File: src/rtl/conv_channel_accum_if.sv
// Stream bundle between the adder tree, the channel accumulator and the consumer.
// Optional feature macro used by the attached block: CONV_ACCUM_RELU_EN.
// Signals:
//   in_valid/in_ready/in_data/bias : per-channel window sum input (bias on first beat)
//   out_valid/out_ready            : finished pixel handshake
//   out_data/out_sat               : signed output pixel and clamp flag
// master = producer/consumer side, slave = accumulator side.
interface conv_channel_accum_if #(
  parameter int unsigned OUT_W = 16
);
  localparam int unsigned IN_W   = 32;
  localparam int unsigned BIAS_W = 16;

  logic              in_valid;
  logic              in_ready;
  logic [IN_W-1:0]   in_data;
  logic [BIAS_W-1:0] bias;
  logic              out_valid;
  logic              out_ready;
  logic [OUT_W-1:0]  out_data;
  logic              out_sat;

  modport master (
    output in_valid, in_data, bias, out_ready,
    input  in_ready, out_valid, out_data, out_sat
  );

  modport slave (
    input  in_valid, in_data, bias, out_ready,
    output in_ready, out_valid, out_data, out_sat
  );
endinterface

File: src/rtl/conv_channel_accum.sv
// Channel accumulator and output stage for the convolution datapath.
// Sums NUM_CH signed window sums plus bias into one pixel, then applies
// optional ReLU, an arithmetic right shift by SHIFT and saturation to OUT_W.
// Optional feature: define CONV_ACCUM_RELU_EN to enable ReLU (MIN clamp = 0).
// Ports:
//   clk  : clock
//   rst  : synchronous active-high reset
//   bus  : conv_channel_accum_if.slave (input stream in, pixel stream out)
module conv_channel_accum #(
  parameter int unsigned NUM_CH = 64,
  parameter int unsigned SHIFT  = 8,
  parameter int unsigned OUT_W  = 16
) (
  input  logic                 clk,
  input  logic                 rst,
  conv_channel_accum_if.slave  bus
);

  localparam int unsigned ACC_W = 48;
  localparam int unsigned CNT_W = 16;

  localparam logic [CNT_W-1:0] LAST_CNT = CNT_W'(NUM_CH - 1);

  localparam logic signed [ACC_W-1:0] SAT_MAX =
    $signed((ACC_W'(1) << (OUT_W - 1)) - ACC_W'(1));
`ifdef CONV_ACCUM_RELU_EN
  localparam logic signed [ACC_W-1:0] SAT_MIN = '0;
`else
  localparam logic signed [ACC_W-1:0] SAT_MIN =
    $signed(-(ACC_W'(1) << (OUT_W - 1)));
`endif

  logic signed [ACC_W-1:0] acc_q, acc_d;
  logic [CNT_W-1:0]        ch_cnt_q, ch_cnt_d;
  logic signed [ACC_W-1:0] fin_q, fin_d;
  logic                    fin_valid_q, fin_valid_d;
  logic                    in_ready_q, in_ready_d;
  logic                    out_valid_q, out_valid_d;
  logic [OUT_W-1:0]        out_data_q, out_data_d;
  logic                    out_sat_q, out_sat_d;

  logic signed [ACC_W-1:0] in_ext;
  logic signed [ACC_W-1:0] bias_ext;
  logic                    accept;
  logic                    post_fire;

  logic signed [ACC_W-1:0] post_relu;
  logic signed [ACC_W-1:0] post_shift;
  logic signed [ACC_W-1:0] post_clamp;
  logic                    post_sat;

  // Post stage: ReLU, floor shift, clamp of the pending finished sum.
  always_comb begin
    post_relu  = fin_q;
`ifdef CONV_ACCUM_RELU_EN
    if (fin_q[ACC_W-1]) begin
      post_relu = '0;
    end
`endif
    post_shift = post_relu >>> SHIFT;
    post_clamp = post_shift;
    post_sat   = 1'b0;
    if (post_shift > SAT_MAX) begin
      post_clamp = SAT_MAX;
      post_sat   = 1'b1;
    end else if (post_shift < SAT_MIN) begin
      post_clamp = SAT_MIN;
      post_sat   = 1'b1;
    end
  end

  // Next-state logic for accumulation, finish register and output register.
  always_comb begin
    in_ext      = ACC_W'($signed(bus.in_data));
    bias_ext    = ACC_W'($signed(bus.bias));
    // in_ready_q is low exactly while fin holds a pixel, so accept and
    // post_fire never both touch fin_valid in the same cycle.
    accept      = bus.in_valid && in_ready_q;
    post_fire   = fin_valid_q && (!out_valid_q || bus.out_ready);

    acc_d       = acc_q;
    ch_cnt_d    = ch_cnt_q;
    fin_d       = fin_q;
    fin_valid_d = fin_valid_q;
    out_valid_d = out_valid_q;
    out_data_d  = out_data_q;
    out_sat_d   = out_sat_q;

    if (accept) begin
      if (ch_cnt_q == LAST_CNT) begin
        // Single-channel pixels take bias and data together.
        fin_d       = ((ch_cnt_q == '0) ? bias_ext : acc_q) + in_ext;
        fin_valid_d = 1'b1;
        ch_cnt_d    = '0;
      end else begin
        acc_d    = (ch_cnt_q == '0) ? (in_ext + bias_ext) : (acc_q + in_ext);
        ch_cnt_d = ch_cnt_q + CNT_W'(1);
      end
    end

    if (post_fire) begin
      out_data_d  = OUT_W'(post_clamp);
      out_sat_d   = post_sat;
      out_valid_d = 1'b1;
      fin_valid_d = 1'b0;
    end else if (out_valid_q && bus.out_ready) begin
      out_valid_d = 1'b0;
    end

    in_ready_d = !fin_valid_d;
  end

  // State registers.
  always_ff @(posedge clk) begin
    if (rst) begin
      acc_q       <= '0;
      ch_cnt_q    <= '0;
      fin_q       <= '0;
      fin_valid_q <= 1'b0;
      in_ready_q  <= 1'b1;
      out_valid_q <= 1'b0;
      out_data_q  <= '0;
      out_sat_q   <= 1'b0;
    end else begin
      acc_q       <= acc_d;
      ch_cnt_q    <= ch_cnt_d;
      fin_q       <= fin_d;
      fin_valid_q <= fin_valid_d;
      in_ready_q  <= in_ready_d;
      out_valid_q <= out_valid_d;
      out_data_q  <= out_data_d;
      out_sat_q   <= out_sat_d;
    end
  end

  assign bus.in_ready  = in_ready_q;
  assign bus.out_valid = out_valid_q;
  assign bus.out_data  = out_data_q;
  assign bus.out_sat   = out_sat_q;

endmodule

File: src/flat_wrapper.sv
// flat-port wrapper written by rule: the top's interface ports become plain ports
module conv_channel_accum_flat 
#(
  parameter int unsigned NUM_CH = 64,
  parameter int unsigned SHIFT  = 8,
  parameter int unsigned OUT_W  = 16
)
  (clk, rst, bus_in_valid, bus_in_data, bus_bias, bus_out_ready, bus_in_ready, bus_out_valid, bus_out_data, bus_out_sat);
  conv_channel_accum_if #(.OUT_W(OUT_W)) bus_i ();
  input  logic clk;
  input  logic rst;
  input wire logic [$bits(bus_i.in_valid)-1:0] bus_in_valid;
  input wire logic [$bits(bus_i.in_data)-1:0] bus_in_data;
  input wire logic [$bits(bus_i.bias)-1:0] bus_bias;
  input wire logic [$bits(bus_i.out_ready)-1:0] bus_out_ready;
  output wire logic [$bits(bus_i.in_ready)-1:0] bus_in_ready;
  output wire logic [$bits(bus_i.out_valid)-1:0] bus_out_valid;
  output wire logic [$bits(bus_i.out_data)-1:0] bus_out_data;
  output wire logic [$bits(bus_i.out_sat)-1:0] bus_out_sat;
  assign bus_i.in_valid = bus_in_valid;
  assign bus_i.in_data = bus_in_data;
  assign bus_i.bias = bus_bias;
  assign bus_i.out_ready = bus_out_ready;
  assign bus_in_ready = bus_i.in_ready;
  assign bus_out_valid = bus_i.out_valid;
  assign bus_out_data = bus_i.out_data;
  assign bus_out_sat = bus_i.out_sat;
  conv_channel_accum #(.NUM_CH(NUM_CH), .SHIFT(SHIFT), .OUT_W(OUT_W)) u_core (.clk(clk), .rst(rst), .bus(bus_i));
endmodule
File: config.mk
export PLATFORM = sky130hd
export DESIGN_NAME = conv_channel_accum_flat
export DESIGN_NICKNAME = d
export VERILOG_FILES = /design/src/rtl/conv_channel_accum_if.sv /design/src/rtl/conv_channel_accum.sv /design/src/flat_wrapper.sv
export SDC_FILE = /design/constraint.sdc
export NUM_CORES = 1
export LEC_CHECK = 0
export ABC_CLOCK_PERIOD_IN_PS = 4050
export CAP_MARGIN = 10
export CORE_MARGIN = 10
export CORE_UTILIZATION = 30
export DETAILED_ROUTE_END_ITERATION = 10
export HOLD_SLACK_MARGIN = 0.08
export PLACE_DENSITY = 0.57
export SYNTH_ARGS = -nofsm -noshare
export SYNTH_HDL_FRONTEND = slang
export SYNTH_SLANG_ARGS = --single-unit
File: constraint.sdc
create_clock -name clk -period 4.05 [get_ports clk]
set_input_delay 0.81 -clock clk [delete_from_list [all_inputs] [get_ports clk]]
set_output_delay 0.81 -clock clk [all_outputs]
set_load 0.1 [all_outputs]
* Word level (Yosys, flattened, before mapping)
Index checks and enable logic that the tools add are counted.
** Storage, ports and cells
- Register bits after elaboration :: 132
- Input bits :: 52
- Output and inout port bits :: 19
- Logic and storage cells :: 38
** Operators by class
- Add/subtract/negate cells :: 4
- Order comparisons :: 2
- Equal/unequal tests :: 1
- Muxes and demuxes :: 12
- Bitwise gates (word level) :: 1
- Reduce and logical (&&, ||, !) cells :: 10
** Operators with widths (number)
- adder 48 x 32 -> 48 bit :: 2
- 2-to-1 mux 48 bit :: 2
- 2-to-1 mux 16 bit :: 3
- > comparator 40 x 16 -> 1 bit, second input constant :: 1
- < comparator 40 x 16 -> 1 bit, second input constant :: 1
- adder 32 x 16 -> 33 bit :: 1
- adder 16 x 1 -> 16 bit, second input constant :: 1
- equality test 16 x 6 -> 1 bit, second input constant :: 1
- logical NOT 16 bit :: 1
- 2-to-1 mux 1 bit :: 7
- AND reduction 2 bit :: 2
- logical AND 1 bit :: 3
- logical NOT 1 bit :: 2
- nonzero test 2 bit :: 1
- logical OR 1 bit :: 1
- inverter 1 bit :: 1

* Depth between registers and ports, before layout
Gate-level depths: netlist of run 1.
- Depth in word-level cells :: 5
- Depth in mapped cells :: 21
- Depth with buffers taken out :: 17

* Worst setup path before layout of run 1
OpenSTA, ideal clock, no wires.
- Path type :: reg2reg
- Start :: register u_core.ch_cnt_q[0]
- End :: register u_core.fin_q[40]
- Arrival time :: 4349 ps
- Required time :: 3933 ps
- Path slack :: -417 ps
- Cell stages (with the launch flop) :: 22
- Buffers on the path :: 4
- Clock period less this slack :: 4467 ps
- Cell sequence :: dfxtp_1 -> inv_1 -> ha_1 -> nor4b_2 -> and4_1 -> buf_4 -> clkbuf_1 -> clkbuf_1 -> buf_1 -> nand2_1 -> nand2_1 -> ha_1 -> a211oi_1 -> o21ai_0 -> a21oi_1 -> a31oi_4 -> a21oi_4 -> a2bb2oi_2 -> and2b_1 -> nor2b_1 -> or3_1 -> a32o_1
** Between the ends
- Cells in the longest elaborated chain, start to end :: 3
- Elaborated cells on any way between the ends :: 5
- Those cells by class :: 1 x add/sub; 1 x eq/ne; 1 x mux; 2 x reduce/logical
** Ends and longest elaborated chain
- start: declaration :: line conv_channel_accum.sv:34 : logic [CNT_W-1:0] ch_cnt_q, ch_cnt_d;
- start signal: assignment :: line conv_channel_accum.sv:126 : ch_cnt_q <= ch_cnt_d;
- logical NOT 16 bit :: line conv_channel_accum.sv:92 : fin_d = ((ch_cnt_q == '0) ? bias_ext : acc_q) + in_ext;
- 2-to-1 mux 48 bit :: line conv_channel_accum.sv:92
- adder 48 x 32 -> 48 bit :: line conv_channel_accum.sv:92
- end signal: assignment :: line conv_channel_accum.sv:127 : fin_q <= fin_d;
- end: declaration :: line conv_channel_accum.sv:35 : logic signed [ACC_W-1:0] fin_q, fin_d;
Several ways; a longest one is shown, not always the timed one.
A chain may end at the register's enable or synchronous reset.

* Worst setup path after layout of run 1
Same ends and word-level chain as after synthesis.

==> impl_metrics.csv, run 1 <==
group,metric,value,unit
yosys,ys_seq_area_frac,0.205,
timing,slew_headroom,0.296,
global_route,grt_pass1_wl,66900,microns
cts,worstSkewPairLatency,0.43,ns
detailed_routing,drcViolationCount,0,
cells_and_area,final_area,0.0155,sq mm
yosys,yosys.area.top_type,"dfxtp_1",
detailed_routing,first_pass_iters,5,
power_and_ir_drop,p_sw_frac,0.398,
timing,period_share,0.946,
cts,numCtsBuffers,17,
cts,cts_tree,"built",
global_route,gr-total-overflow,0,
detailed_routing,via_per_inst,5.27,
floorplanning,chipWidth,221,microns
floorplanning,initial_core_util,0.303,
cells_and_area,n_antenna_cell,0,
yosys,synthTopCellsByArea,"dfxtp_1 21%, ha_1 13%, nand2_1 8.8%",
cells_and_area,fin_util,0.389,
yosys,synth_edf_count,0,
setup_path,path_cells,"inv_1 > ha_1 > nor4b_4 > and4_4 > buf_4 > nand2_1 > nand2_1 > ha_1 > a211oi_2 > o21ai_1 > a21oi_2 > a31oi_4 > a21oi_4 > a2bb2oi_4 > and2b_1 > nor2b_1 > or3_1 > a32o_1",
cts,clk_pin_slew,0.07,ns
detailed_routing,vias,12900,
place,port_buffers,70,
global_route,grt_pass1_vias,12500,
power_and_ir_drop,p_int,3.30,mW
timing,slew_viol_final,0,
yosys,synth_common_cells,"282 x nand2_1, 163 x nor2_1, 155 x a21oi_1",
cells_and_area,fillers,4199,
yosys,ys.flop_type,"dfxtp_1",
floorplanning,io_pins,71,
yosys,synth_seq_cells,124,
setup_path,arrival,4.15,ns
power_and_ir_drop,power.switching,2.18,mW
timing,fin_worst_skew,0.0157,ns
place,dp.final_hpwl,33300,microns
yosys,synth_top_area_frac,0.205,
yosys,synth.distinct_cells,92,
yosys,synth.net_count,1845,
timing,period_needed,3.83,ns
setup_path,critPathSlowestCell,"and4_4",
detailed_routing,ant_nets,0,
yosys,async_flop_share,0,
yosys,syn_area,0.0121,sq mm
timing,tightest_slew,1.05,ns
cts,cts_root_buf,"clkbuf_16",
cells_and_area,area_growth,28.1,%
setup_path,required,4.37,ns
run,drv_cap,0,
power_and_ir_drop,p_leak,6.69,nW
global_route,antenna_found_initial,0,
power_and_ir_drop,p_clk_frac,0.276,
power_and_ir_drop,seqPwrFrac,0.244,
power_and_ir_drop,peakVddDrop,253,uV
yosys,yosysMostFrequentCell,"nand2_1",
power_and_ir_drop,power.density,354,mW/mm^2
floorplanning,fp.dieArea,0.0487,sq mm
yosys,ys_warn_count,0,
setup_path,timing.critical_path.slowest_cell_delay,0.38,ns
detailed_routing,first_iter_violations,775,
yosys,synthCells,1664,
global_route,grt_max_degree,57,
cts,htree_levels,4,
timing,final_hold_viol_count,0,
status,outcome,"finished clean",
worst_hold_path,hp-class,"reg2reg",
floorplanning,fp.dieH,221,microns
detailed_routing,routed_wl,41600,microns
cts,clockBufferDepth,2,
setup_path,path_class,"reg2reg",
setup_path,start_kind,"register",
detailed_routing,wire_per_inst,17.1,microns
power_and_ir_drop,p_comb_frac,0.480,
floorplanning,core_area,0.0398,sq mm
place,dpl_cell_area,0.0148,sq mm
global_route,grt_usage,0.170,
cts,cts_hold_buffers,0,
timing,setup_viol,0,
cells_and_area,fin_nets,2080,
yosys,avgSynthCellArea,7.26,sq um
place,routabilityCongestion,0.895,
cells_and_area,drive_gt1_frac,0.163,
timing,fmax,0.261,GHz
floorplanning,num_rows,73,
setup_path,cp_max_fo,8,
power_and_ir_drop,power,5.48,mW
setup_path,end_kind,"register",
cts,clkSinkCount,124,
-- routing by layer --
metal	track usage	vias to the layer above	wire, microns
met5	0	-	0
met4	0.0397	0	674
met3	0.0179	42	1820
met2	0.273	280	18700
met1	0.238	6015	20400
li1	-	6513	-
-- final timing paths --
path	from	end	slack (ns)	cells after the start
min	u_core.fin_valid_q	u_core.bus.out_valid	0.46	2
min reg2reg	u_core.fin_valid_q	u_core.bus.out_valid	0.46	2
max	u_core.ch_cnt_q[0]	u_core.fin_q[40]	0.22	18
max reg2reg	u_core.ch_cnt_q[0]	u_core.fin_q[40]	0.22	18
-- through the flow --
| step | hold WS, ns | setup WS, ns | std cells | TNS (ns) |
|---|---|---|---|---|
| after floorplan | 0.432 | 0.00477 | 1664 | 0 |
| after global placement | 0.443 | -0.365 | 2400 | -5.64 |
| after detailed placement | 0.449 | -0.397 | 2400 | -7.32 |
| after CTS | 0.457 | 0.00123 | 2433 | 0 |
| after global routing | 0.466 | -0.0456 | 2437 | -0.0575 |
| final | 0.457 | 0.219 | 2437 | 0 |
-- what timing repair did --
action / in CTS / in global routing
setup buffers: 1 / 3
hold endpoints to repair: 0 / 0
gates resized for setup: 0 / 22
pin swaps: 1 / 8
cloned: 0 / 0
endpoints found under the setup margin: 3 / 40
-- worst max-delay path: cells and delay by family, from the launching register on --
kind	cells	cell delay (ns)
AOI/OAI and AO/OA	7	1.49
and+or+nand+nor	7	1.24
adders and majority gates	2	0.41
DFF	1	0.32
buffers and inverters	2	0.24
-- flip-flops by register name, indices dropped and copies added (netlist names) --
signal and cells:
u_core.fin_valid_q 1, u_core.bus.out_data 16, u_core.bus.out_valid 1, u_core.fin_q 40, u_core.ch_cnt_q 16, u_core.bus.out_sat 1, u_core.bus.in_ready 1, u_core.acc_q 48
-- placed cells by master (no fill, tap or decap), drive strengths merged, types with 11 or more instances in the layout --
master,n
xor2,37
and3,17
nand2b,11
dfxtp,124
clkbuf,18
nor2,164
a31oi,25
ha,127
o21a,19
nor3,47
nand3,45
o21bai,15
nand2,282
a311oi,11
nand4,33
and2,13
nor4,16
nor2b,20
inv,45
a21oi,159
buf,228
o21ai,97
a21o,48
xnor2,73
a211oi,44
clkdlybuf4s50,67
-- kinds of logic (layout without fill, tap and decap cells) --
family          after synthesis  in the layout  synth area share
compound gates              495            495             0.272
xor+xnor                    110            110            0.0797
fa+ha+maj                   129            129             0.135
buf+inv                     117            365            0.0435
flops                       124            124             0.205
mux                           6              6           0.00600
simple gates                683            683             0.258
-- power groups by stage --
stage	registers, mW	clock network (mW)	logic, mW
2_1_floorplan	1.34	0	1.66
3_3_place_gp	1.36	0	2.55
3_5_place_dp	1.36	0	2.56
4_1_cts	1.33	1.54	2.58
5_1_grt	1.34	1.59	2.91
6_report	1.34	1.51	2.63
-- area by class of cell --
class | instances | area [sq um] | area share
clock buffers | 18 | 439 | 0.0284
multi-input cells | 1423 | 9220 | 0.596
well taps | 525 | 657 | 0.0424
repair buffers | 296 | 2420 | 0.156
clock inverters | 14 | 124 | 0.00800
flip-flops and latches | 124 | 2480 | 0.160
inverters | 37 | 139 | 0.00897
(Power assumes the default switching activity.)
==> run 2, diff against run 1 <==
--- a/config.mk
+++ b/config.mk
@@ -5,6 +5,7 @@
 export SDC_FILE = /design/constraint.sdc
 export NUM_CORES = 1
 export LEC_CHECK = 0
+export ABC_AREA = 1
 export ABC_CLOCK_PERIOD_IN_PS = 4050
 export CAP_MARGIN = 10
 export CORE_MARGIN = 10
==> run 2 against run 1 <==
Effect of this change:
- global-route usage up 4.6 points
- sequential share of layout area shrank 1.4 points
- power up 9.3%
- final area increased by 9.7%
- highest routed layer unchanged
==> impl_metrics.csv, run 2 <==
group,metric,value,unit
cts,worstSkewPairLatency,0.46,ns
yosys,synthCells,2422,
floorplanning,initial_core_util,0.305,
yosys,synthAdderAreaFrac,0.114,
cts,cts_resized,0,
place,port_buffers,70,
cells_and_area,fin_nets,2740,
power_and_ir_drop,p_clk_frac,0.281,
cts,cts_hold_buffers,0,
global_route,antenna_found_initial,1,
floorplanning,core_area,0.0469,sq mm
cells_and_area,area_growth,18.8,%
global_route,grt_pass1_wl,94800,microns
yosys,yosys.area.top_type,"dfxtp_1",
global_route,busiest_layer,"met2",
place,routabilityCongestion,0.976,
cells_and_area,reg_top3,"u_core.acc_q (48), u_core.fin_q (40)",
timing,fin_worst_skew,0.0117,ns
place,dp.final_hpwl,51700,microns
setup_path,rr_endpoint,"u_core.fin_q[42]",
setup_path,arrival,4.13,ns
yosys,synth_edf_count,0,
timing,period_share,0.933,
detailed_routing,wire_per_inst,19.4,microns
global_route,grt_max_degree,89,
floorplanning,io_pins,71,
floorplanning,fp.dieArea,0.0568,sq mm
setup_path,critPathSlowestCell,"ha_1",
cells_and_area,fillers,5318,
yosys,async_flop_share,0,
timing,setup_viol,0,
yosys,yosys.area_share.simple,0.305,
worst_hold_path,hold_path_end,"u_core.bus.out_data[15]",
cts,cts_tree,"built",
global_route,grt_use_met2,0.329,
global_route,grt_pass1_vias,16100,
yosys,ys_warn_count,0,
cells_and_area,final_cell_mix,"431 x nand2_1, 387 x inv_1, 332 x nor2_1, 258 x a21oi_1, 213 x o21ai_0",
yosys,ys.flop_type,"dfxtp_1",
detailed_routing,first_pass_iters,8,
setup_path,crit_buf_inv,4,
cells_and_area,regMostFlops,"u_core.acc_q",
power_and_ir_drop,power.density,352,mW/mm^2
setup_path,path_class,"reg2reg",
global_route,grt_util_met1,0.297,
detailed_routing,routed_wl,61600,microns
cells_and_area,n_antenna_cell,0,
setup_path,start_kind,"register",
yosys,synth_top_area_frac,0.174,
cts,post_cts_buffers,0,
cts,cts_root_buf,"clkbuf_16",
setup_path,rr_worst_depth,20,
yosys,synth_common_cells,"431 x nand2_1, 389 x inv_1, 334 x nor2_1",
setup_path,cp_max_fo,17,
setup_path,cp_top_family,"simple AND/OR/NAND/NOR gates",
yosys,synth.distinct_cells,55,
cts,numCtsBuffers,17,
timing,fmax,0.265,GHz
cts,clkSinkCount,124,
power_and_ir_drop,peakVddDrop,364,uV
yosys,muxShareOfSynthArea,0,
timing,slew_headroom,0.230,
run,drv_cap,0,
yosys,synth_compound_area_frac,0.264,
floorplanning,fp.dieH,238,microns
place,dp.cells,3147,
power_and_ir_drop,p_int,3.29,mW
worst_hold_path,min_from,"u_core.bus.out_data[15]",
yosys,ys_seq_area_frac,0.174,
setup_path,crit_top_cell,"nand2_1",
cells_and_area,drive_gt1_frac,0.0805,
cells_and_area,fin_util,0.363,
setup_path,path_cells,"inv_1 > ha_1 > nand2_1 > nor2_4 > nand2_4 > or2_2 > buf_4 > o21ai_0 > inv_1 > ha_1 > nand2_1 > nor2_1 > nand2_1 > o21ai_2 > buf_4 > a21oi_1 > nand3_1 > nand2_1 > nor2_1 > nor2_1",
cells_and_area,final_common_cell,"nand2_1",
floorplanning,chipWidth,238,microns
floorplanning,num_rows,79,
power_and_ir_drop,p_leak,8.08,nW
setup_path,rrSetupSlack,0.27,ns
power_and_ir_drop,p_sw_frac,0.451,
cells_and_area,largest_reg_flops,48,
global_route,met3_usage,0.0485,
yosys,synth_top_family_by_area,"simple AND/OR/NAND/NOR gates",
timing,grt_setup_unrepaired,"false",
power_and_ir_drop,p_comb_frac,0.495,
worst_hold_path,hp-class,"reg2reg",
yosys,syn_area,0.0143,sq mm
setup_path,r2r_start,"u_core.ch_cnt_q[0]",
global_route,grt_usage,0.215,
setup_path,timing.critical_path.slowest_cell_delay,0.43,ns
setup_path,end_kind,"register",
global_route,gr-total-overflow,0,
yosys,yosysMostFrequentCell,"nand2_1",
setup_path,required,4.40,ns
power_and_ir_drop,power.switching,2.70,mW
yosys,synth_seq_cells,124,
status,outcome,"finished clean",
detailed_routing,vias,16700,
power_and_ir_drop,seqPwrFrac,0.224,
timing,tightest_slew,1.15,ns
detailed_routing,drcViolationCount,0,
yosys,synthTopCellsByArea,"dfxtp_1 17%, nand2_1 11%, ha_1 11%",
detailed_routing,first_iter_violations,1299,
yosys,synth-xor-area-share,0.0245,
timing,tns,0,ns
worst_hold_path,holdPathStages,2,
cts,clockBufferDepth,2,
timing,slew_viol_final,0,
cells_and_area,final_cells,3179,
cts,htree_levels,4,
yosys,avgSynthCellArea,5.90,sq um
detailed_routing,ant_nets,0,
detailed_routing,via_per_inst,5.25,
timing,period_needed,3.78,ns
yosys,synth.net_count,2603,
cts,clk_pin_slew,0.06,ns
timing,final_hold_viol_count,0,
run 2: tightest hold or removal path, delay by kind of cell (launching register included):
family          cells  cell delay [ns]
flops               1             0.30
compound gates      1             0.05
simple gates        1             0.06
run 2: metal layers:
layer / vias to the layer above / wire length, microns
met2: 481 / 26200
met5: - / 0
met3: 69 / 4150
met4: 0 / 1440
met1: 7814 / 29900
li1: 8338 / -
run 2: power groups by stage:
stage	sequential [mW]	combinational [mW]	clock, mW
floorplan	1.33	1.80	0
CTS	1.34	2.91	1.72
global route	1.34	3.27	1.76
finish	1.34	2.96	1.68
detailed placement	1.36	2.89	0
global placement	1.36	2.89	0
run 2: cells by family after synthesis:
family | count (synthesis)
and+or+nand+nor | 1024
AOI/OAI and AO/OA | 659
adders and majority gates | 129
DFF | 124
xor gates and xnor gates | 40
buffers and inverters | 446
run 2: area by class of cell:
type	instances	area, sq um	area share
Timing Repair Buffer	172	1510	0.0890
Clock inverter	14	181	0.0107
Tap cell	607	759	0.0447
Multi-Input combinational cell	1852	10100	0.597
Sequential cell	124	2480	0.146
Inverter	392	1470	0.0868
Clock buffer	18	439	0.0259
run 2: worst max path at each step:
stage,from,end,slack [ns],cells past startpoint
after CTS,u_core.ch_cnt_q[0],u_core.fin_q[42],0.16,20
final,u_core.ch_cnt_q[0],u_core.fin_q[42],0.27,20
after global routing,u_core.ch_cnt_q[0],u_core.fin_q[20],0.02,21
after detailed placement,bus_bias[15],u_core.fin_q[42],-0.25,16
after floorplan,u_core.ch_cnt_q[0],u_core.fin_q[39],0.79,21
after global placement,bus_bias[15],u_core.fin_q[42],-0.29,16
run 2: stage by stage:
step | area (sq um) | total power, mW | hold slack (ns) | worst slack [ns]
after global routing | 17000 | 6.37 | 0.494 | 0.0184
final | 17000 | 5.99 | 0.463 | 0.270
after detailed placement | 16400 | 4.25 | 0.460 | -0.254
after floorplan | 14300 | 3.14 | 0.451 | 0.791
after global placement | 16400 | 4.25 | 0.464 | -0.294
after CTS | 17000 | 5.96 | 0.469 | 0.157
==> run 3, diff against run 2 <==
--- a/config.mk
+++ b/config.mk
@@ -11,6 +11,7 @@
 export CORE_MARGIN = 10
 export CORE_UTILIZATION = 30
 export DETAILED_ROUTE_END_ITERATION = 10
+export GPL_ROUTABILITY_DRIVEN = 1
 export HOLD_SLACK_MARGIN = 0.08
 export PLACE_DENSITY = 0.57
 export SYNTH_ARGS = -nofsm -noshare
==> results of run 3 <==
The final DEF is identical to that of run 2; final timing and power are the same.
==> patch: new RTL, flow settings as in run 2 <==
Add a define of `CONV_ACCUM_RELU_EN`.
--- a/src/rtl/conv_channel_accum.sv
+++ b/src/rtl/conv_channel_accum.sv
@@ -7,4 +7,6 @@
 //   rst  : synchronous active-high reset
 //   bus  : conv_channel_accum_if.slave (input stream in, pixel stream out)
+`define CONV_ACCUM_RELU_EN
+
 module conv_channel_accum #(
   parameter int unsigned NUM_CH = 64,
Behaviour: same outputs for any inputs over 10 cycles, from zero or initial values and one cycle with rst high; that may be too few to reach the edited logic, so the function may still have changed.
==> patch against run 2 <==
  * Design area fell by 4.4%
  * Synthesized area fell by 3.2%
  * Total power fell by 6.7%
  * Worst setup slack got worse by 0.071 ns
  * Die area fell by 3.0%
  * First-iteration DRC count rose by 7.3%
  * Sequential cell count did not move
  * Wire length fell by 8.9%
  * Critical path type unchanged
  * Critical endpoint is now u_core.fin_q[29]
  * Largest power group unchanged
==> patch: results (changes against run 2) <==
| Metric | Value |
|---|---|
| Cells on worst reg2reg path | 19 (was 20) |
| Pre-Repair DR Iteration Count | 7 (was 8) |
| Critical Path AT | 4.20 ns (was 4.13 ns) |
| Final nets | 2617 (was 2740) |
| Vias per cell | 5.216 (was 5.254) |
| Sequential area share after synthesis | 17.94% (was 17.36%) |
| Family with the most delay on the worst path | compound AO/OA/AOI/OAI gates (was simple AND/OR/NAND/NOR gates) |
| DRT Wirelength | 56140 µm (was 61640 µm) |
| Status | finished clean (unchanged) |
| XOR/XNOR Fraction of Synth Area | 2.089% (was 2.450%) |
| Detail Placement HPWL | 46530 µm (was 51670 µm) |
| Switching pwr | 0.002558 W (was 0.002698 W) |
| Synth Net Count | 2502 (was 2603) |
| First-pass GRT wire length | 87470 µm (was 94850 µm) |
| Wire length on met3 | 3123 µm (was 4148 µm) |
| Reg-to-reg setup timing slack | 0.20 ns (was 0.27 ns) |
| Final hold slack | 0.4320 ns (was 0.4627 ns) |
| Mean Syn Cell Area | 5.962 µm² (was 5.905 µm²) |
| Routability cong. | 0.9832 (was 0.9761) |
| Largest net degree at the start of global routing | 92 (was 89) |
| Met2 routed WL | 25080 µm (was 26200 µm) |
| Synth cell count leaders | nand2_1 (460), inv_1 (323), nor2_1 (294) (was nand2_1 (431), inv_1 (389), nor2_1 (334)) |
| Gr usage total | 19.82% (was 21.51%) |
| Iter 0 DRT Violations | 1394 (was 1299) |
| Slowest-stage cell, CP | a21boi_0 (was ha_1) |
| Leakage power | 7.687 nW (was 8.076 nW) |
| Antenna violations before repair | 0 (was 1) |
| Slew at the pin closest to its max-slew limit | 0.9993 ns (was 1.148 ns) |
| Fin crit period | 3.851 ns (was 3.780 ns) |
| IR Drop Worst-Case VDD | 0.0002598 V (was 0.0003644 V) |
| Worst skew pair latency | 0.47 ns |
| Wirelength per Cell | 18.41 µm (was 19.39 µm) |
| Clock skew | 0.01937 ns (was 0.01168 ns) |
| Met2 Use GR | 31.30% (was 32.86%) |
| Met1 usage | 27.56% (was 29.68%) |
| Max incr delay on CP | 0.45 ns (was 0.43 ns) |
| Crit-path max FO | 13 (was 17) |
| Crit path to | u_core.fin_q[29] (was u_core.fin_q[42]) |
| PostCTS Resize Cnt | 0 (unchanged) |
| Compound-Gate Fraction of Synth Area | 26.45% (about the same) |
| DP Area | 15680 µm² (was 16360 µm²) |
| Fill cells | 5075 (was 5318) |
| Met3 Use GR | 2.530% (was 4.852%) |
| Met1 WL | 26730 µm (was 29860 µm) |
| Synth Area in Adders | 11.77% (was 11.39%) |
| Layout cells sized above 1 | 7.636% (was 8.048%) |
## patch: changes by cell type after synthesis, moves of 7 or more
cell / change
o21ai_1: +7
a21oi_1: -7
nor2_1: -40
o21ai_0: +10
a21o_1: +7
o21bai_1: -14
nand3_2: +10
nand3_1: -21
inv_1: -66
nand2_1: +29
## patch: power groups by stage
stage	clock, W	combinational [W]	sequential [W]
3_3_place_gp	0	0.00270	0.00136
2_1_floorplan	0	0.00178	0.00133
5_1_grt	0.00160	0.00306	0.00134
4_1_cts	0.00154	0.00271	0.00134
3_5_place_dp	0	0.00270	0.00136
6_report	0.00150	0.00275	0.00134
## patch: area by class of cell
cell class	count	area (µm²)	share of cell area [%]
timing repair buffer	149	1318	8.111
clock inverter	13	108.9	0.6702
multi-input combinational	1814	9902	60.96
clock buffer	19	442.9	2.727
sequential	124	2482	15.28
tap	600	750.7	4.622
inverter	330	1239	7.626
